$ cat config.mk
export PLATFORM = sky130hd
export DESIGN_NAME = dcache_wb_buffer
export DESIGN_NICKNAME = d
export VERILOG_FILES = /design/src/rtl/dcache_wb_buffer.sv
export SDC_FILE = /design/constraint.sdc
export NUM_CORES = 2
export LEC_CHECK = 0
export ABC_AREA = 1
export ABC_CLOCK_PERIOD_IN_PS = 3900
export CORE_AREA = 2 2 426 428
export CTS_BUF_LIST = sky130_fd_sc_hd__clkbuf_8
export DETAILED_ROUTE_END_ITERATION = 6
export DIE_AREA = 0 0 428 430
export GPL_TIMING_DRIVEN = 1
export PLACE_DENSITY_LB_ADDON = 0.2
export SETUP_SLACK_MARGIN = 0.15
export SYNTH_ARGS = -nofsm -noshare
export SYNTH_HDL_FRONTEND = slang
export SYNTH_SLANG_ARGS = --single-unit
$ cat constraint.sdc
create_clock -name clk_i -period 3.9 [get_ports clk_i]
set_input_delay 0.975 -clock clk_i [delete_from_list [all_inputs] [get_ports clk_i]]
set_output_delay 0.975 -clock clk_i [all_outputs]
set_load 0.02 [all_outputs]
$ cat src/rtl/dcache_wb_buffer.sv
// Write-back buffer sitting between the data cache memory port and the
// backing memory. Evicted dirty lines are queued so that the refill read can
// go straight to memory; queued lines are forwarded to matching reads,
// coalesced with matching writes, and drained while the memory side is idle.
module dcache_wb_buffer #(
  parameter int DEPTH  = 2,
  parameter int LINE_W = 256
) (
  input  logic              clk_i,
  input  logic              rst_i,
  input  logic [31:0]       cache_addr_i,
  input  logic [LINE_W-1:0] cache_data_i,
  input  logic              cache_enable_i,
  input  logic              cache_write_i,
  output logic              cache_ack_o,
  output logic [LINE_W-1:0] cache_data_o,
  output logic [31:0]       mem_addr_o,
  output logic [LINE_W-1:0] mem_data_o,
  output logic              mem_enable_o,
  output logic              mem_write_o,
  input  logic              mem_ack_i,
  input  logic [LINE_W-1:0] mem_data_i,
  output logic              empty_o
);

  localparam int PTR_W = (DEPTH > 1) ? $clog2(DEPTH) : 1;
  localparam int CNT_W = $clog2(DEPTH + 1);

  typedef enum logic [1:0] {IDLE, RD_MEM, WR_MEM, RESP} state_t;

  state_t            state_q, state_d;
  logic [DEPTH-1:0]  valid_q, valid_d;
  logic [26:0]       tag_q  [DEPTH];
  logic [26:0]       tag_d  [DEPTH];
  logic [LINE_W-1:0] line_q [DEPTH];
  logic [LINE_W-1:0] line_d [DEPTH];
  logic [PTR_W-1:0]  head_q, head_d, tail_q, tail_d;
  logic [CNT_W-1:0]  count_q, count_d;
  logic              cache_ack_q, cache_ack_d;
  logic [LINE_W-1:0] cache_data_q, cache_data_d;
  logic              mem_enable_q, mem_enable_d;
  logic              mem_write_q, mem_write_d;
  logic [31:0]       mem_addr_q, mem_addr_d;
  logic [LINE_W-1:0] mem_data_q, mem_data_d;
  logic              empty_q, empty_d;

  logic [26:0]       req_line;
  logic [DEPTH-1:0]  match;
  logic              hit;
  logic              full;
  logic [PTR_W-1:0]  hit_idx;
  logic              addr_offset_unused;

  assign req_line           = cache_addr_i[31:5];
  assign addr_offset_unused = ^cache_addr_i[4:0];
  assign hit                = |match;
  assign full               = (count_q == CNT_W'(DEPTH));

  function automatic logic [PTR_W-1:0] ptr_inc(input logic [PTR_W-1:0] p);
    return (p == PTR_W'(DEPTH - 1)) ? '0 : p + 1'b1;
  endfunction

  // Per-entry line-address comparators; only valid entries can match.
  genvar gi;
  generate
    for (gi = 0; gi < DEPTH; gi++) begin : g_match
      assign match[gi] = valid_q[gi] && (tag_q[gi] == req_line);
    end
  endgenerate

  // Encode the (unique) matching entry into an index.
  always_comb begin
    hit_idx = '0;
    for (int i = 0; i < DEPTH; i++) begin
      if (match[i]) hit_idx = PTR_W'(i);
    end
  end

  // State register and all datapath flops.
  always_ff @(posedge clk_i) begin
    if (rst_i) begin
      state_q      <= IDLE;
      valid_q      <= '0;
      head_q       <= '0;
      tail_q       <= '0;
      count_q      <= '0;
      cache_ack_q  <= 1'b0;
      cache_data_q <= '0;
      mem_enable_q <= 1'b0;
      mem_write_q  <= 1'b0;
      mem_addr_q   <= '0;
      mem_data_q   <= '0;
      empty_q      <= 1'b1;
      for (int i = 0; i < DEPTH; i++) begin
        tag_q[i]  <= '0;
        line_q[i] <= '0;
      end
    end else begin
      state_q      <= state_d;
      valid_q      <= valid_d;
      head_q       <= head_d;
      tail_q       <= tail_d;
      count_q      <= count_d;
      cache_ack_q  <= cache_ack_d;
      cache_data_q <= cache_data_d;
      mem_enable_q <= mem_enable_d;
      mem_write_q  <= mem_write_d;
      mem_addr_q   <= mem_addr_d;
      mem_data_q   <= mem_data_d;
      empty_q      <= empty_d;
      for (int i = 0; i < DEPTH; i++) begin
        tag_q[i]  <= tag_d[i];
        line_q[i] <= line_d[i];
      end
    end
  end

  // Next-state logic: cache requests are only looked at in IDLE, and a
  // pending request always wins over starting a background drain.
  always_comb begin
    state_d = state_q;
    case (state_q)
      IDLE: begin
        if (cache_enable_i) begin
          if (cache_write_i) state_d = (hit || !full) ? RESP : WR_MEM;
          else               state_d = hit ? RESP : RD_MEM;
        end else if (count_q != '0) begin
          state_d = WR_MEM;
        end
      end
      RD_MEM:  if (mem_ack_i) state_d = RESP;
      WR_MEM:  if (mem_ack_i) state_d = IDLE;
      RESP:    state_d = IDLE;
      default: state_d = IDLE;
    endcase
  end

  // Output/storage logic: registered next values for ports and FIFO.
  always_comb begin
    valid_d      = valid_q;
    tag_d        = tag_q;
    line_d       = line_q;
    head_d       = head_q;
    tail_d       = tail_q;
    count_d      = count_q;
    cache_ack_d  = 1'b0;
    cache_data_d = cache_data_q;
    mem_enable_d = mem_enable_q;
    mem_write_d  = mem_write_q;
    mem_addr_d   = mem_addr_q;
    mem_data_d   = mem_data_q;
    case (state_q)
      IDLE: begin
        if (cache_enable_i && cache_write_i && hit) begin
          // Coalesce into the existing entry for this line.
          line_d[hit_idx] = cache_data_i;
          cache_ack_d     = 1'b1;
        end else if (cache_enable_i && cache_write_i && !full) begin
          valid_d[tail_q] = 1'b1;
          tag_d[tail_q]   = req_line;
          line_d[tail_q]  = cache_data_i;
          tail_d          = ptr_inc(tail_q);
          count_d         = count_q + 1'b1;
          cache_ack_d     = 1'b1;
        end else if (cache_enable_i && !cache_write_i && hit) begin
          cache_data_d = line_q[hit_idx];
          cache_ack_d  = 1'b1;
        end else if (cache_enable_i && !cache_write_i) begin
          mem_enable_d = 1'b1;
          mem_write_d  = 1'b0;
          mem_addr_d   = {req_line, 5'b0};
        end else if (count_q != '0) begin
          // Drain the head: idle memory, or a write blocked by a full buffer.
          mem_enable_d = 1'b1;
          mem_write_d  = 1'b1;
          mem_addr_d   = {tag_q[head_q], 5'b0};
          mem_data_d   = line_q[head_q];
        end
      end
      RD_MEM: begin
        if (mem_ack_i) begin
          cache_data_d = mem_data_i;
          cache_ack_d  = 1'b1;
          mem_enable_d = 1'b0;
        end
      end
      WR_MEM: begin
        if (mem_ack_i) begin
          valid_d[head_q] = 1'b0;
          head_d          = ptr_inc(head_q);
          count_d         = count_q - 1'b1;
          mem_enable_d    = 1'b0;
        end
      end
      default: ;
    endcase
    empty_d = (count_d == '0);
  end

  assign cache_ack_o  = cache_ack_q;
  assign cache_data_o = cache_data_q;
  assign mem_addr_o   = mem_addr_q;
  assign mem_data_o   = mem_data_q;
  assign mem_enable_o = mem_enable_q;
  assign mem_write_o  = mem_write_q;
  assign empty_o      = empty_q;

endmodule

After elaboration in Yosys (flattened, before gate mapping)
Index checks and enable logic that the tools add are counted.

Flip-flop bits (word level): 1122. Word-level logic and storage cells: 151.

Magnitude comparators: 9. Eq/ne operators: 16. Add/sub/neg operators: 4. Mux-type cells: 63. Bitwise gates (word level): 10. Reductions and logical operators: 33.

Operators with widths (number): $mux 256 (12); $bwmux 512 (2); $mux 512 (2); $demux 256 s1 (2); $pmux 256 s2 (1); $mux 27 (4); $mux 32 (2); $bwmux 54 (1); $eq 27x27->1 (2); $demux 27 s1 (1); $mux 2 (12); $mux 1 (17); $ne 2x2->1 const B (7); $reduce_and 6->1 (2); $reduce_bool 2->1 (6); $logic_and 1x1->1 (11); $reduce_and 5->1 (2); $pmux 2 s2 (2); $pmux 2 s4 (1); $eq 2x2->1 const B (3); $ge 2x2->1 const B (3); $ne 3x3->1 const B (2); $not 1->2 (3); $reduce_and 3->1 (2); other kinds (20) (33).

Logic depth before layout (Yosys ltp)
Depth after elaboration: 11. Gate-level depth with buffers: 19. Depth with buffers taken out: 17.

Worst setup path before layout
No wires, ideal clock.

Kind: input to register. Start: input cache_addr_i[21]. End: register mem_addr_q[11], in the netlist mem_addr_o[11]. Path buffers: 2. Data arrival time: 2425 ps. Stages on the path: 16. Data required time: 3788 ps. Setup slack: 1363 ps. Library setup time: 112 ps. Path through: inv_1 nand2_1 nand2_1 nand2_1 nor2_1 nand2_1 nor2_1 nand2_1 buf_2 nand3_1 nand2_1 nand3_1 inv_2 buf_2 nor2_1 nor2_1.

Cells in the longest elaborated chain, start to end: 6.

Ends and longest elaborated chain: start: declaration (line 11) `input logic [31:0] cache_addr_i,`; $eq 27x27->1 (line 67) `assign match[gi] = valid_q[gi] && (tag_q[gi] == req_line);`; $logic_and 1x1->1 (line 67); $reduce_or 2->1 (*) (line 56) `assign hit = |match;`; $logic_and 1x1->1 (on tied branches) (line 165, 154); $not 1->1 (no source line); $reduce_and 5->1 (no source line) (*); end signal: assignment (line 108) `mem_addr_q <= mem_addr_d;`; end: declaration (line 43) `logic [31:0] mem_addr_q, mem_addr_d;`.

Every way passes the cells marked *; elsewhere a longest branch is shown, timed or not. A chain may end at the register's enable or synchronous reset.

Worst setup path after layout
Start: register mem_data_q[185], in the netlist mem_data_o[185]. End: output mem_data_o[185].

RTL lines: start: declaration (line 44) `logic [LINE_W-1:0] mem_data_q, mem_data_d;`; start signal: assignment (line 109) `mem_data_q <= mem_data_d;`; end: declaration (line 18) `output logic [LINE_W-1:0] mem_data_o,`.

No word-level cell between the ends.

==> summary.txt <==
Run status
  • Result of the run: complete, no violations

Layout
  • Area growth from synthesis to layout: 37.40%
  • NumNets Final: 9706
  • Count of fill cells added during filler insertion: 19140
  • Commonest cells after routing, fill and taps aside: 1756 x sky130_fd_sc_hd__nand2_1, 1364 x sky130_fd_sc_hd__nor2_1, 1116 x sky130_fd_sc_hd__dfxtp_1
  • Leading cell type in the layout, fill and taps excluded: sky130_fd_sc_hd__nand2_1
  • Post-route non-filler standard cell count: 11720
  • Cell area after layout: 0.07214 mm2
  • Utilization after layout: 40.13%
  • Fraction of layout cells with a size suffix above 1: 8.134%

Global routing
  • Wire length of the first global-routing pass: 339900 um
  • Remaining global-route overflow: 0
  • Number of global-route vias before repair: 52670
  • Tot GR Track Use: 24.16%
  • Pin count of the biggest net entering global routing: 168
  • Number of antenna violations at the first check in global routing: 62

Yosys
  • Synthesized netlist cell count: 8089
  • Post-synthesis sequential element count: 1117
  • Number of warning messages in the yosys log: 0
  • Cell area after technology mapping: 0.05251 mm2
  • Mean post-synth cell area: 6.491 um2
  • Share of Yosys cell area claimed by the top area cell type: 42.59%
  • Distinct cells, synth: 30
  • Dominant cell type by area after synthesis: sky130_fd_sc_hd__dfxtp_1
  • Portion of the post-synthesis area used by sequential elements: 42.59%
  • Main area contributors after synthesis: sky130_fd_sc_hd__dfxtp_1 43%, sky130_fd_sc_hd__nand2_1 13%, sky130_fd_sc_hd__o21ai_0 10%

Setup path
  • Critical path peak fanout: 2
  • Type of origin of the critical path: register
  • Crit. End Element: primary output
  • Register-to-Register Path Depth: 15
  • Number of buffers and inverters on the critical path: 1
  • R2R Setup Slk: 0.94 ns
  • Critical Path AT: 2.22 ns
  • Critical path's top delay family: buffers and inverters
  • Crit Reg-Reg Startpoint: tag_q[1]$_SDFFE_PP0P_
  • Critical Path Max Stage Delay: 0.71 ns
  • Type of the worst setup path: register to primary output
  • Critical path required time: 2.92 ns
  • Reg-to-reg critical path endpoint: cache_data_o[158]$_SDFFE_PP0P_
  • Slowest library cell on the worst path: sky130_fd_sc_hd__clkdlybuf4s50_1
  • Cell breakdown of the critical path: clkdlybuf4s50_1

Place
  • Half-perimeter wire length of the detailed placement result: 165600 um
  • Number of placed cells counting well taps: 11310
  • Final weighted congestion in routability-driven placement: 0.8726
  • Dpl cell area: 0.06788 mm2
  • Number of port buffers: 1086

Timing
  • Number of max-slew violations in the final report: 0
  • Post-Route Skew: 0.05195 ns
  • Final-layout setup total negative slack: 0 ns
  • Setup repair after global routing missed its margin: false
  • Highest Clock Rate: 0.3127 GHz
  • Number of endpoints failing setup at the final stage: 0
  • Worst-Margin Slew: 0.9448 ns
  • Final critical-path share of the clock period: 81.99%
  • Shortest clock period the worst path allows after layout: 3.198 ns
  • Final count of hold timing violations: 0
  • Relative slew slack: 37.01%

Power and ir drop
  • Clk network pwr share: 26.7%
  • Worst voltage drop across the vdd grid: 0.4180 mV
  • Fraction of power spent switching nets: 40.08%
  • Fraction of power consumed by sequential logic: 33.0%
  • Internal cell power: 25810 uW
  • Power density normalized to cell area: 596.9 mW/mm2
  • Part of the total power dissipated in combinational logic: 40.3%
  • Psw: 17260 uW
  • Leak pwr: 0.02944 uW

Min path
  • Min-delay worst type: input pin to register
  • Hold path startpoint: rst_i
  • Worst Hold Endpoint: tag_q[2]$_SDFFE_PP0P_
  • Number of instances on the worst hold path: 2

Floorplanning
  • Number of top-level design ports: 1097
  • Area enclosed by the die boundary: 0.1840 mm2
  • Starting density of the core: 29.21%
  • Vertical die dimension: 430 um
  • Core Area: 0.1798 mm2
  • Die X: 428 um
  • Number of placement rows: 156

Routing
  • Antenna-violating nets left: 0
  • Total number of vias: 56120
  • Initial drt markers: 3926
  • Drt total wl: 231400 um
  • # DRC: 0
  • Detail Route met2 WL: 112800 um
  • Top metal layer carrying routed signals: met5
  • Total met3 wirelength after detailed routing: 13780 um
  • WL/cell: 19.74 um
  • Metal1 wirelength: 94300 um
  • Count of TritonRoute iterations in the first routing pass: 5
  • Vias/cell: 4.788

CTS
  • Clock edge transition at the registers on the reported setup and hold paths: 0.06 ns
  • Clock Tree Root: sky130_fd_sc_hd__clkbuf_8
  • Hold bufs inserted after CTS: 0
  • Setup repair bufs after CTS: 0
  • Post-cts sizing count: 0
  • Total clock buffers created by CTS: 205
  • H-tree levels: 4
  • Clock Tree Buf Depth: 3
  • Num Clock Sinks: 1117
  • Clock insertion delay at the later pin of the skew report: 0.99 ns
  • TritonCTS clock tree: yes

Run
  • Reported max-cap violation count: 0
==> synth_stat cells (all sizes together) <==
cell type     n
nand3       802
nor2       1369
o31ai         2
ha            6
o21a          1
clkinv       10
dfxtp      1117
a211oi        1
a311oi        1
o21ai      1099
nand2      1764
inv         599
a31oi         1
o211ai       21
nand4        29
conb          1
or2           1
clkbuf      375
xor2          4
a21oi       579
buf         292
xnor2        15
==> worst max path at each step <==
stage	startpoint	slack (ns)	depth (start not counted)	to
final	mem_data_o[185]$_SDFFE_PP0P_	0.70	1	mem_data_o[185]
after global routing	mem_data_o[185]$_SDFFE_PP0P_	0.63	1	mem_data_o[185]
after global placement	cache_addr_i[5]	-0.20	17	line_q[164]$_SDFFE_PP0P_
after floorplan	cache_addr_i[21]	1.36	16	mem_addr_o[11]$_SDFFE_PP0P_
after detailed placement	cache_addr_i[5]	-0.24	17	line_q[164]$_SDFFE_PP0P_
after CTS	mem_data_o[185]$_SDFFE_PP0P_	0.58	1	mem_data_o[185]
==> routing by layer <==
layer / up-vias / track usage, %
met5: - / 0
met4: 24 / 12.70
met3: 402 / 5.204
met2: 1710 / 40.77
met1: 25910 / 28.74
li1: 28070 / -
==> final cells by class <==
type	instances	area [um2]	area share, %
Clock buffer	258	3551	4.922
Tap cell	2370	2965	4.110
Inverter	609	2301	3.190
Timing Repair Buffer	1518	15290	21.20
Antenna cell	44	110.1	0.1526
Sequential cell	1117	22370	31.00
Clock inverter	105	601.8	0.8342
Multi-Input combinational cell	5700	24950	34.59
==> power by group through the flow <==
stage / logic (uW) / clock network (uW) / registers (uW)
after floorplan: 8500 / 0 / 15300
after global placement: 17300 / 0 / 14400
after detailed placement: 17400 / 0 / 14400
after CTS: 17400 / 11800 / 14200
after global routing: 19000 / 12300 / 14400
final: 17400 / 11500 / 14200
==> cell families (layout without fill, tap and decap cells) <==
family                     Yosys count  after routing  share of synthesized area [%]
AOI/OAI and AO/OA                 1705           1705                          16.40
xor gates and xnor gates            19             19                         0.3169
adders and majority gates            6              6                         0.1430
buffers and inverters             1276           2490                          10.10
DFF                               1117           1117                          42.59
other                                1             49                       0.007142
and+or+nand+nor                   3965           3965                          30.44
==> registers in the layout, indices dropped and copies added, names as in the netlist <==
signal,count
state_q,2
tag_q,54
mem_write_o,1
tail_q,1
mem_data_o,256
line_q,512
mem_enable_o,1
head_q,1
cache_data_o,256
count_q,2
cache_ack_o,1
valid_q,2
empty_o,1
mem_addr_o,27
==> metrics by stage <==
step / setup WS, ns / power [uW] / hold slack (ns)
after floorplan: 1.363 / 23840 / 0.4487
after global placement: -0.1962 / 31670 / 0.4475
after detailed placement: -0.2407 / 31810 / 0.4509
after CTS: 0.5802 / 43430 / 0.1291
after global routing: 0.6264 / 45650 / 0.1682
final: 0.7024 / 43060 / 0.2622
(Power assumes the default switching activity.)
